$ cat config.mk
export PLATFORM = sky130hd
export DESIGN_NAME = hilo_muldiv_unit
export DESIGN_NICKNAME = d
export VERILOG_FILES = /design/src/rtl/hilo_muldiv_unit.sv
export SDC_FILE = /design/constraint.sdc
export NUM_CORES = 1
export LEC_CHECK = 0
export CAP_MARGIN = 20
export CORE_ASPECT_RATIO = 0.75
export CORE_MARGIN = 1
export CORE_UTILIZATION = 25
export CTS_BUF_LIST = sky130_fd_sc_hd__clkbuf_8
export DETAILED_ROUTE_END_ITERATION = 12
export PLACE_DENSITY = 0.47
export SYNTH_ARGS = -nofsm -noshare
export SYNTH_HDL_FRONTEND = slang
export SYNTH_SLANG_ARGS = --single-unit
$ cat constraint.sdc
create_clock -name i_clk -period 6.25 [get_ports i_clk]
set_input_delay 0.625 -clock i_clk [delete_from_list [all_inputs] [get_ports i_clk]]
set_output_delay 0.625 -clock i_clk [all_outputs]
set_load 0.005 [all_outputs]
$ cat src/rtl/hilo_muldiv_unit.sv
// hilo_muldiv_unit
// Multi-cycle integer multiply/divide unit holding the architectural HI/LO
// pair. Ops: MULT/MULTU/DIV/DIVU/MADD/MADDU/MSUB/MSUBU plus MTHI/MTLO writes.
//
// Ports
//   i_clk, i_reset_n        rising-edge clock, async active-low reset
//   i_start, i_op[2:0]      launch op (000 MULT .. 111 MSUBU) in IDLE
//   i_rs_data, i_rt_data    multiplicand/dividend, multiplier/divisor
//   i_mt_hi, i_mt_lo        MTHI/MTLO strobes, data on i_mt_data
//   o_busy                  op in flight, pipeline must stall
//   o_done                  one-cycle pulse when HI/LO take a result
//   o_div_by_zero           last divide had a zero divisor
//   o_hi, o_lo              registered HI/LO
//
// Build option: define HILO_FAST_MUL_EN to compute multiply-class ops with a
// single-cycle combinational multiplier in FIX (latency 1). Divide timing is
// unaffected. Undefined: every op takes the 32-iteration path (latency 33).
module hilo_muldiv_unit (
  input  logic        i_clk,
  input  logic        i_reset_n,
  input  logic        i_start,
  input  logic [2:0]  i_op,
  input  logic [31:0] i_rs_data,
  input  logic [31:0] i_rt_data,
  input  logic        i_mt_hi,
  input  logic        i_mt_lo,
  input  logic [31:0] i_mt_data,
  output logic        o_busy,
  output logic        o_done,
  output logic        o_div_by_zero,
  output logic [31:0] o_hi,
  output logic [31:0] o_lo
);

  typedef enum logic [1:0] {S_IDLE, S_CALC, S_FIX} state_t;

  state_t      r_state, w_next;
  logic [2:0]  r_op;
  logic [31:0] r_a;       // |rs| (raw rs for divide-by-zero)
  logic [31:0] r_b;       // |rt|
  logic [63:0] r_p;       // mul: {partial sum, multiplier}; div: {remainder, quotient}
  logic [63:0] r_acc;     // {HI,LO} snapshot for MADD*/MSUB*
  logic        r_neg_q;   // product / quotient sign
  logic        r_neg_r;   // remainder sign (dividend sign)
  logic        r_div0;
  logic [4:0]  r_cnt;
  logic [31:0] r_hi, r_lo;
  logic        r_done, r_dbz;

  // ---------------- launch decode ----------------
  logic        w_is_div, w_signed, w_rs_neg, w_rt_neg, w_div0, w_accept;
  logic [31:0] w_rs_abs, w_rt_abs;

  assign w_is_div = ~i_op[2] & i_op[1];
  assign w_signed = ~i_op[0];
  assign w_rs_neg = w_signed & i_rs_data[31];
  assign w_rt_neg = w_signed & i_rt_data[31];
  assign w_rs_abs = w_rs_neg ? (32'd0 - i_rs_data) : i_rs_data;
  assign w_rt_abs = w_rt_neg ? (32'd0 - i_rt_data) : i_rt_data;
  assign w_div0   = w_is_div & (i_rt_data == 32'd0);
  assign w_accept = (r_state == S_IDLE) & i_start;

  logic w_r_is_div;
  assign w_r_is_div = ~r_op[2] & r_op[1];

  // ---------------- FSM ----------------
  always_comb begin
    w_next = r_state;
    unique case (r_state)
      S_IDLE: begin
        if (i_start) begin
          if (w_div0) w_next = S_FIX;
`ifdef HILO_FAST_MUL_EN
          else if (!w_is_div) w_next = S_FIX;
`endif
          else w_next = S_CALC;
        end
      end
      S_CALC: if (r_cnt == 5'd31) w_next = S_FIX;
      S_FIX:  w_next = S_IDLE;
      default: w_next = S_IDLE;
    endcase
  end

  // ---------------- iteration step ----------------
  // Shift-add multiply: add multiplicand into the upper half when the
  // current multiplier LSB is set, then shift the whole pair right.
  logic [32:0] w_mul_sum;
  logic [63:0] w_mul_step;
  assign w_mul_sum  = {1'b0, r_p[63:32]} + {1'b0, r_a};
  assign w_mul_step = r_p[0] ? {w_mul_sum, r_p[31:1]} : {1'b0, r_p[63:1]};

  // Restoring divide: shift next dividend bit into the remainder and keep
  // the trial difference only when it did not borrow.
  logic [32:0] w_div_shift, w_div_trial;
  logic [63:0] w_div_step;
  assign w_div_shift = {r_p[63:32], r_p[31]};
  assign w_div_trial = w_div_shift - {1'b0, r_b};
  assign w_div_step  = w_div_trial[32] ? {w_div_shift[31:0], r_p[30:0], 1'b0}
                                       : {w_div_trial[31:0], r_p[30:0], 1'b1};

  // ---------------- FIX result ----------------
  logic [63:0] w_prod_mag, w_prod, w_mul_res, w_res;
  logic [31:0] w_q, w_rem;

`ifdef HILO_FAST_MUL_EN
  assign w_prod_mag = {32'd0, r_a} * {32'd0, r_b};
`else
  assign w_prod_mag = r_p;
`endif
  assign w_prod    = r_neg_q ? (64'd0 - w_prod_mag) : w_prod_mag;
  assign w_mul_res = !r_op[2] ? w_prod : (r_op[1] ? (r_acc - w_prod) : (r_acc + w_prod));
  assign w_q       = r_neg_q ? (32'd0 - r_p[31:0])  : r_p[31:0];
  assign w_rem     = r_neg_r ? (32'd0 - r_p[63:32]) : r_p[63:32];
  assign w_res     = r_div0     ? {r_a, 32'hFFFF_FFFF} :
                     w_r_is_div ? {w_rem, w_q} : w_mul_res;

  // ---------------- state / datapath ----------------
  always_ff @(posedge i_clk or negedge i_reset_n) begin
    if (!i_reset_n) begin
      r_state <= S_IDLE;
      r_op    <= 3'd0;
      r_a     <= 32'd0;
      r_b     <= 32'd0;
      r_p     <= 64'd0;
      r_acc   <= 64'd0;
      r_neg_q <= 1'b0;
      r_neg_r <= 1'b0;
      r_div0  <= 1'b0;
      r_cnt   <= 5'd0;
      r_hi    <= 32'd0;
      r_lo    <= 32'd0;
      r_done  <= 1'b0;
      r_dbz   <= 1'b0;
    end else begin
      r_state <= w_next;
      r_done  <= (r_state == S_FIX);
      unique case (r_state)
        S_IDLE: begin
          if (w_accept) begin
            r_op    <= i_op;
            r_a     <= w_div0 ? i_rs_data : w_rs_abs;
            r_b     <= w_rt_abs;
            r_p     <= {32'd0, (w_is_div ? w_rs_abs : w_rt_abs)};
            r_acc   <= {r_hi, r_lo};
            r_neg_q <= w_rs_neg ^ w_rt_neg;
            r_neg_r <= w_rs_neg;
            r_div0  <= w_div0;
            r_cnt   <= 5'd0;
            r_dbz   <= 1'b0;
          end else begin
            // start wins over MTHI/MTLO in the same cycle
            if (i_mt_hi) r_hi <= i_mt_data;
            if (i_mt_lo) r_lo <= i_mt_data;
          end
        end
        S_CALC: begin
          r_p   <= w_r_is_div ? w_div_step : w_mul_step;
          r_cnt <= r_cnt + 5'd1;
        end
        S_FIX: begin
          r_hi <= w_res[63:32];
          r_lo <= w_res[31:0];
          if (r_div0) r_dbz <= 1'b1;
        end
        default: ;
      endcase
    end
  end

  assign o_busy        = (r_state != S_IDLE);
  assign o_done        = r_done;
  assign o_div_by_zero = r_dbz;
  assign o_hi          = r_hi;
  assign o_lo          = r_lo;

endmodule

==> flow_summary.yaml, run 1 <==
outcome:
  status: "finished clean"
synthesis:
  synth-main-ff-cell: "dfrtp_1"
  synth-edff-count: 0
  synth_most_common_cell: "nand2_1"
  synthTopCellsByCount: "633 x nand2_1, 336 x a21oi_1, 302 x o21ai_0, 270 x dfrtp_1, 267 x nor2_1"
  synth-seq-cells: 270
  postSynthCellCount: 3541
  synth_area_leaders: "dfrtp_1 26%, nand2_1 9.1%, a21oi_1 6.4%"
  synth_top_cell_by_area: "dfrtp_1"
  async_reset_ff_frac: 1.00
  yosysWarnings: 0
  yosysSeqAreaShare: 0.259
  syn_nets: 3782
  syn_area_mm2: 0.0261
  synth_top_area_frac: 0.259
  synth_cell_types: 88
  avgSynthCellArea_um2: 7.36
cells_and_area:
  nNetsFinal: 3943
  fin_area_mm2: 0.0313
  fin_cells: 5094
  drive_gt1_frac: 0.0936
  area_delta_synth_final_pct: 19.9
floorplan:
  initial_core_util: 0.253
  fp.dieH_um: 282
  dieArea_mm2: 0.106
  top_level_ports: 171
  row_count: 102
  die_w_um: 375
  core_mm2: 0.103
sta:
  tns_ns: 0
  maxSlewHeadroom: 0.320
  slew_viol_final: 0
  finalCriticalPeriod_ns: 5.97
  skew_ns: 0.0572
  worst_pin_slew_ns: 1.02
  final_hold_viol_count: 0
  fmax_mhz: 167
  rsz0062_at_grt: "true"
  period_share: 0.955
  fin_hold_ws_ns: 0.480
  final-setup-viol-count: 0
critical_path:
  cp.arrival_ns: 6.59
  cpPeakStageDelay_ns: 0.52
  start_kind: "register"
  reg2reg_from: "r_p[4]"
  reg2regPathDepth: 25
  end_kind: "register"
  critPathKind: "reg -> reg"
  crit_slowest_cell: "or4_1"
  r2r_end: "o_hi[27]"
  startpoint: "r_p[4]"
  crit_fanout: 8
  critPathRequiredTime_ns: 6.87
  worst_path_most_repeated_cell: "nand2_1"
  worst-r2r-setup-slack_ns: 0.28
global_routing:
  first_global_vias: 24700
  grt-ovfl-total: 0
  antenna_found_initial: 2
  track_usage: 0.219
  grt_max_degree: 143
  grt_pass1_wl_mm: 173
cts:
  clockBufferDepth: 3
  cts.clk_slew.worst_paths_ns: 0.06
  cts_buffers: 50
  cts_tree: "yes"
  cts.sinks: 270
  htree_levels: 2
  clk-insertion-delay-late_ns: 0.70
  cts-root-buf: "clkbuf_8"
route:
  drc: 0
  wirelength_mm: 118
  wl_per_cell_um: 23.3
  viasPerCell: 5.35
  drtIter0Drc: 3311
  dr_total_vias: 27200
  first_pass_iters: 7
  postRouteAntennaNets: 0
placement:
  port_buffers: 170
  hpwl_mm: 94.1
  place_congestion: 0.967
  placed_cells: 4999
  placed_area_mm2: 0.0300
hold_path:
  hp-class: "reg -> reg"
  holdPathStages: 2
  hold_path_end: "r_b[28]"
  min_from: "r_b[28]"
run:
  cap_violations: 0
## worst max-delay path by stage
| stage | to | slack [ns] | depth (start not counted) |
|---|---|---|---|
| after floorplan | o_hi[24] | 0.006 | 26 |
| after global placement | o_hi[27] | -0.20 | 22 |
| after detailed placement | o_hi[27] | -0.18 | 22 |
| after CTS | o_hi[27] | 0.007 | 24 |
| after global routing | o_hi[29] | -0.04 | 24 |
| final | o_hi[27] | 0.28 | 25 |
## kinds of logic (layout without fill, tap and decap cells)
kind of cell / Yosys count / count (layout) / share of synthesized area
muxes: 44 / 44 / 0.0171
buffers and inverters: 341 / 541 / 0.0503
AOI/OAI and AO/OA: 1101 / 1101 / 0.262
adders and majority gates: 137 / 137 / 0.0666
other: 0 / 1 / 0
DFF: 270 / 270 / 0.259
and+or+nand+nor: 1302 / 1302 / 0.229
xor gates and xnor gates: 346 / 346 / 0.117
## final cells by class
type / instances / area [um^2]
clock inverters: 26 / 190
well taps: 1352 / 1690
inverters: 96 / 360
diodes: 1 / 2.50
clock buffers: 65 / 895
repair buffers: 354 / 3130
flip-flops and latches: 270 / 6770
fillers: 11200 / 72000
multi-input cells: 2930 / 18200
## per-layer routing
metal	vias to the layer above	GRT usage	share of wire
li1	12900	-	-
met1	13100	0.351	0.52
met2	1086	0.295	0.38
met3	90	0.0456	0.088
met4	0	0.0337	0.014
met5	-	0	0
## placed cells by master (no fill, tap or decap), types with 108 or more instances in the layout
cell type,synthesis,layout
nand2_1,633,633
a21oi_1,336,333
o21ai_0,302,300
dfrtp_1,270,264
nor2_1,267,263
xor2_1,191,189
buf_4,0,180
clkdlybuf4s50_1,0,169
xnor2_1,154,154
ha_1,134,134
inv_1,95,108
## registers in the layout (all words and copies together), names as in the netlist, 2 cells and up
name,flops
r_cnt,5
r_acc,64
r_a,32
r_op,2
r_p,64
r_b,32
r_state,2
o_lo,32
o_hi,32
## critical path, delay by kind of cell, from the launching register on
family / cells / cell delay [ns]
flops: 1 / 0.47
compound gates: 9 / 1.82
buf+inv: 2 / 0.29
simple gates: 11 / 2.59
fa+ha+maj: 1 / 0.31
xor+xnor: 2 / 0.45
## timing repair
action	CTS	global route
pin swaps	0	3
endpoints found under the hold margin	42	0
buffers inserted	0	2
endpoints found under the setup margin	2	21
resized for setup	2	34
hold buffers	1	0
## per-stage QoR
stage               setup WS [ns]  utilization
finish                      0.280        0.303
global route              -0.0441        0.303
CTS                       0.00738        0.301
detailed placement         -0.177        0.290
global placement           -0.204        0.290
floorplan                 0.00647            -
Power of run 1 is left out: the tool's default activity adds up to more than one toggle a clock period on the data nets, which glitch-free logic cannot reach.
==> run 2, diff against run 1 <==
- CTS_CLUSTER_DIAMETER: unset -> 30
- MAX_ROUTING_LAYER: unset -> met4
- PLACE_DENSITY: 0.47 -> unset
- PLACE_DENSITY_LB_ADDON: unset -> 0.08
==> run 2 against run 1 <==
First-iteration DRC count decreased by 20%. Highest routed layer unchanged. Critical endpoint is now o_hi[31]. Clock skew increased by 0.0012 ns. Cell area rose by 3.5%. Maximum frequency increased by 0.82%.
==> flow_summary.yaml, run 2 (same netlist as run 1, synthesis figures left out) <==
outcome:
  status: "finished clean"
cts:
  cts_buffers: 89
  cts-root-buf: "clkbuf_8"
  clk-insertion-delay-late_ns: 0.78
  clockBufferDepth: 3
  cts.sinks: 270
  cts.clk_slew.worst_paths_ns: 0.06
  cts_tree: "yes"
  htree_levels: 3
route:
  drc: 0
  dr_total_vias: 27200
  wirelength_mm: 129
  first_pass_iters: 5
  drtIter0Drc: 2649
  postRouteAntennaNets: 0
  wl_per_cell_um: 24.8
  viasPerCell: 5.23
floorplan:
  dieArea_mm2: 0.106
  die_w_um: 375
  initial_core_util: 0.253
  top_level_ports: 171
  core_mm2: 0.103
  fp.dieH_um: 282
  row_count: 102
sta:
  finalCriticalPeriod_ns: 5.92
  final-setup-viol-count: 0
  final_hold_viol_count: 0
  setup_ws_ns: 0.328
  rsz0062_at_grt: "true"
  worst_pin_slew_ns: 1.02
  period_share: 0.947
  slew_viol_final: 0
  maxSlewHeadroom: 0.314
  skew_ns: 0.0584
  fmax_mhz: 169
critical_path:
  critPathBufInv: 2
  crit_family: "simple AND/OR/NAND/NOR gates"
  critPathKind: "reg -> reg"
  crit_slowest_cell: "nor4_4"
  cp.arrival_ns: 6.56
  critPathRequiredTime_ns: 6.89
  start_kind: "register"
  crit_chain: "nor4_4 > nand4_1 > buf_4 > or3_1 > o21ai_0 > a32o_1 > nand4_1 > nor4_4 > and2_1 > a31oi_1 > xor2_1 > ha_1 > buf_4 > and3_1 > and3_1 > nand3_1 > o21ai_0 > nand3_1 > a211o_1 > mux2i_1 > nor2_1"
  end_kind: "register"
  crit_fanout: 8
  cpPeakStageDelay_ns: 0.51
placement:
  hpwl_mm: 101
  port_buffers: 170
  placed_cells: 5016
  place_congestion: 0.943
  dp_slack_ns: 0.0469
global_routing:
  antenna_found_initial: 7
  grt-ovfl-total: 0
  track_usage: 0.248
  grt_pass1_wl_mm: 187
  grt_max_degree: 98
  first_global_vias: 25800
cells_and_area:
  area_delta_synth_final_pct: 24.1
  drive_gt1_frac: 0.121
  nNetsFinal: 4008
  final_common_cell: "nand2_1"
  layout_common_cells: "633 x nand2_1, 332 x a21oi_1, 302 x o21ai_0"
  reg_top3: "r_acc (64), r_p (64)"
  fin_cells: 5196
hold_path:
  hp-class: "in -> async"
run:
  cap_violations: 0
==> run 2: changes by cell type in the layout (fill, tap and decap cells not counted), sizes merged <==
cell      before  now
clkbuf        65  109
buf          184  210
clkinv         9   29
clkinvlp       1    7
diode          1    4
bufinv         3    5
inv          109  110
==> run 2: layout make-up <==
class                           count  area, um^2
Fill cell                       11300       70900
Antenna cell                        4        10.0
Timing Repair Buffer              380        3320
Tap cell                         1352        1690
Clock inverter                     55         429
Sequential cell                   270        6770
Inverter                           96         360
Clock buffer                      109        1500
Multi-Input combinational cell   2930       18300
==> run 2: layer usage <==
| layer | vias to the layer above | share of wire | track usage | routed length (um) |
|---|---|---|---|---|
| met5 | - | 0 | - | 0 |
| met4 | 0 | 0.017 | 0.0477 | 2250 |
| met3 | 107 | 0.055 | 0.0362 | 7060 |
| met2 | 774 | 0.40 | 0.334 | 50900 |
| met1 | 13200 | 0.53 | 0.383 | 68500 |
| li1 | 13100 | - | - | - |
==> run 2: through the flow <==
step / util / hold slack, ns / setup TNS (ns) / instance area [um^2]
2_1_floorplan: - / 0.329 / 0 / 26100
3_3_place_gp: 0.291 / 0.468 / 0 / 30100
3_5_place_dp: 0.291 / 0.466 / 0 / 30100
4_1_cts: 0.310 / 0.393 / 0 / 32000
5_1_grt: 0.314 / 0.421 / -0.00449 / 32400
6_report: 0.314 / 0.422 / 0 / 32400
==> run 2: final timing paths <==
path / from / to / slack, ns / depth (start not counted)
max reg2reg: r_p[13] / o_hi[31] / 0.33 / 21
min in group i_clk: o_div_by_zero / o_div_by_zero / 0.47 / 2
min: i_reset_n / o_lo[11] / 0.42 / 2
min reg2reg: o_div_by_zero / o_div_by_zero / 0.47 / 2
max in group asynchronous: i_reset_n / r_op[1] / 4.38 / 3
max: r_p[13] / o_hi[31] / 0.33 / 21
==> run 2: repair_timing <==
item / in CTS / in global routing
gates resized for setup: 0 / 49
setup endpoints to repair: 0 / 26
buffers inserted: 0 / 11
endpoints found under the hold margin: 64 / 0
hold buffers: 1 / 0
Power of run 2 is left out for the same reason.
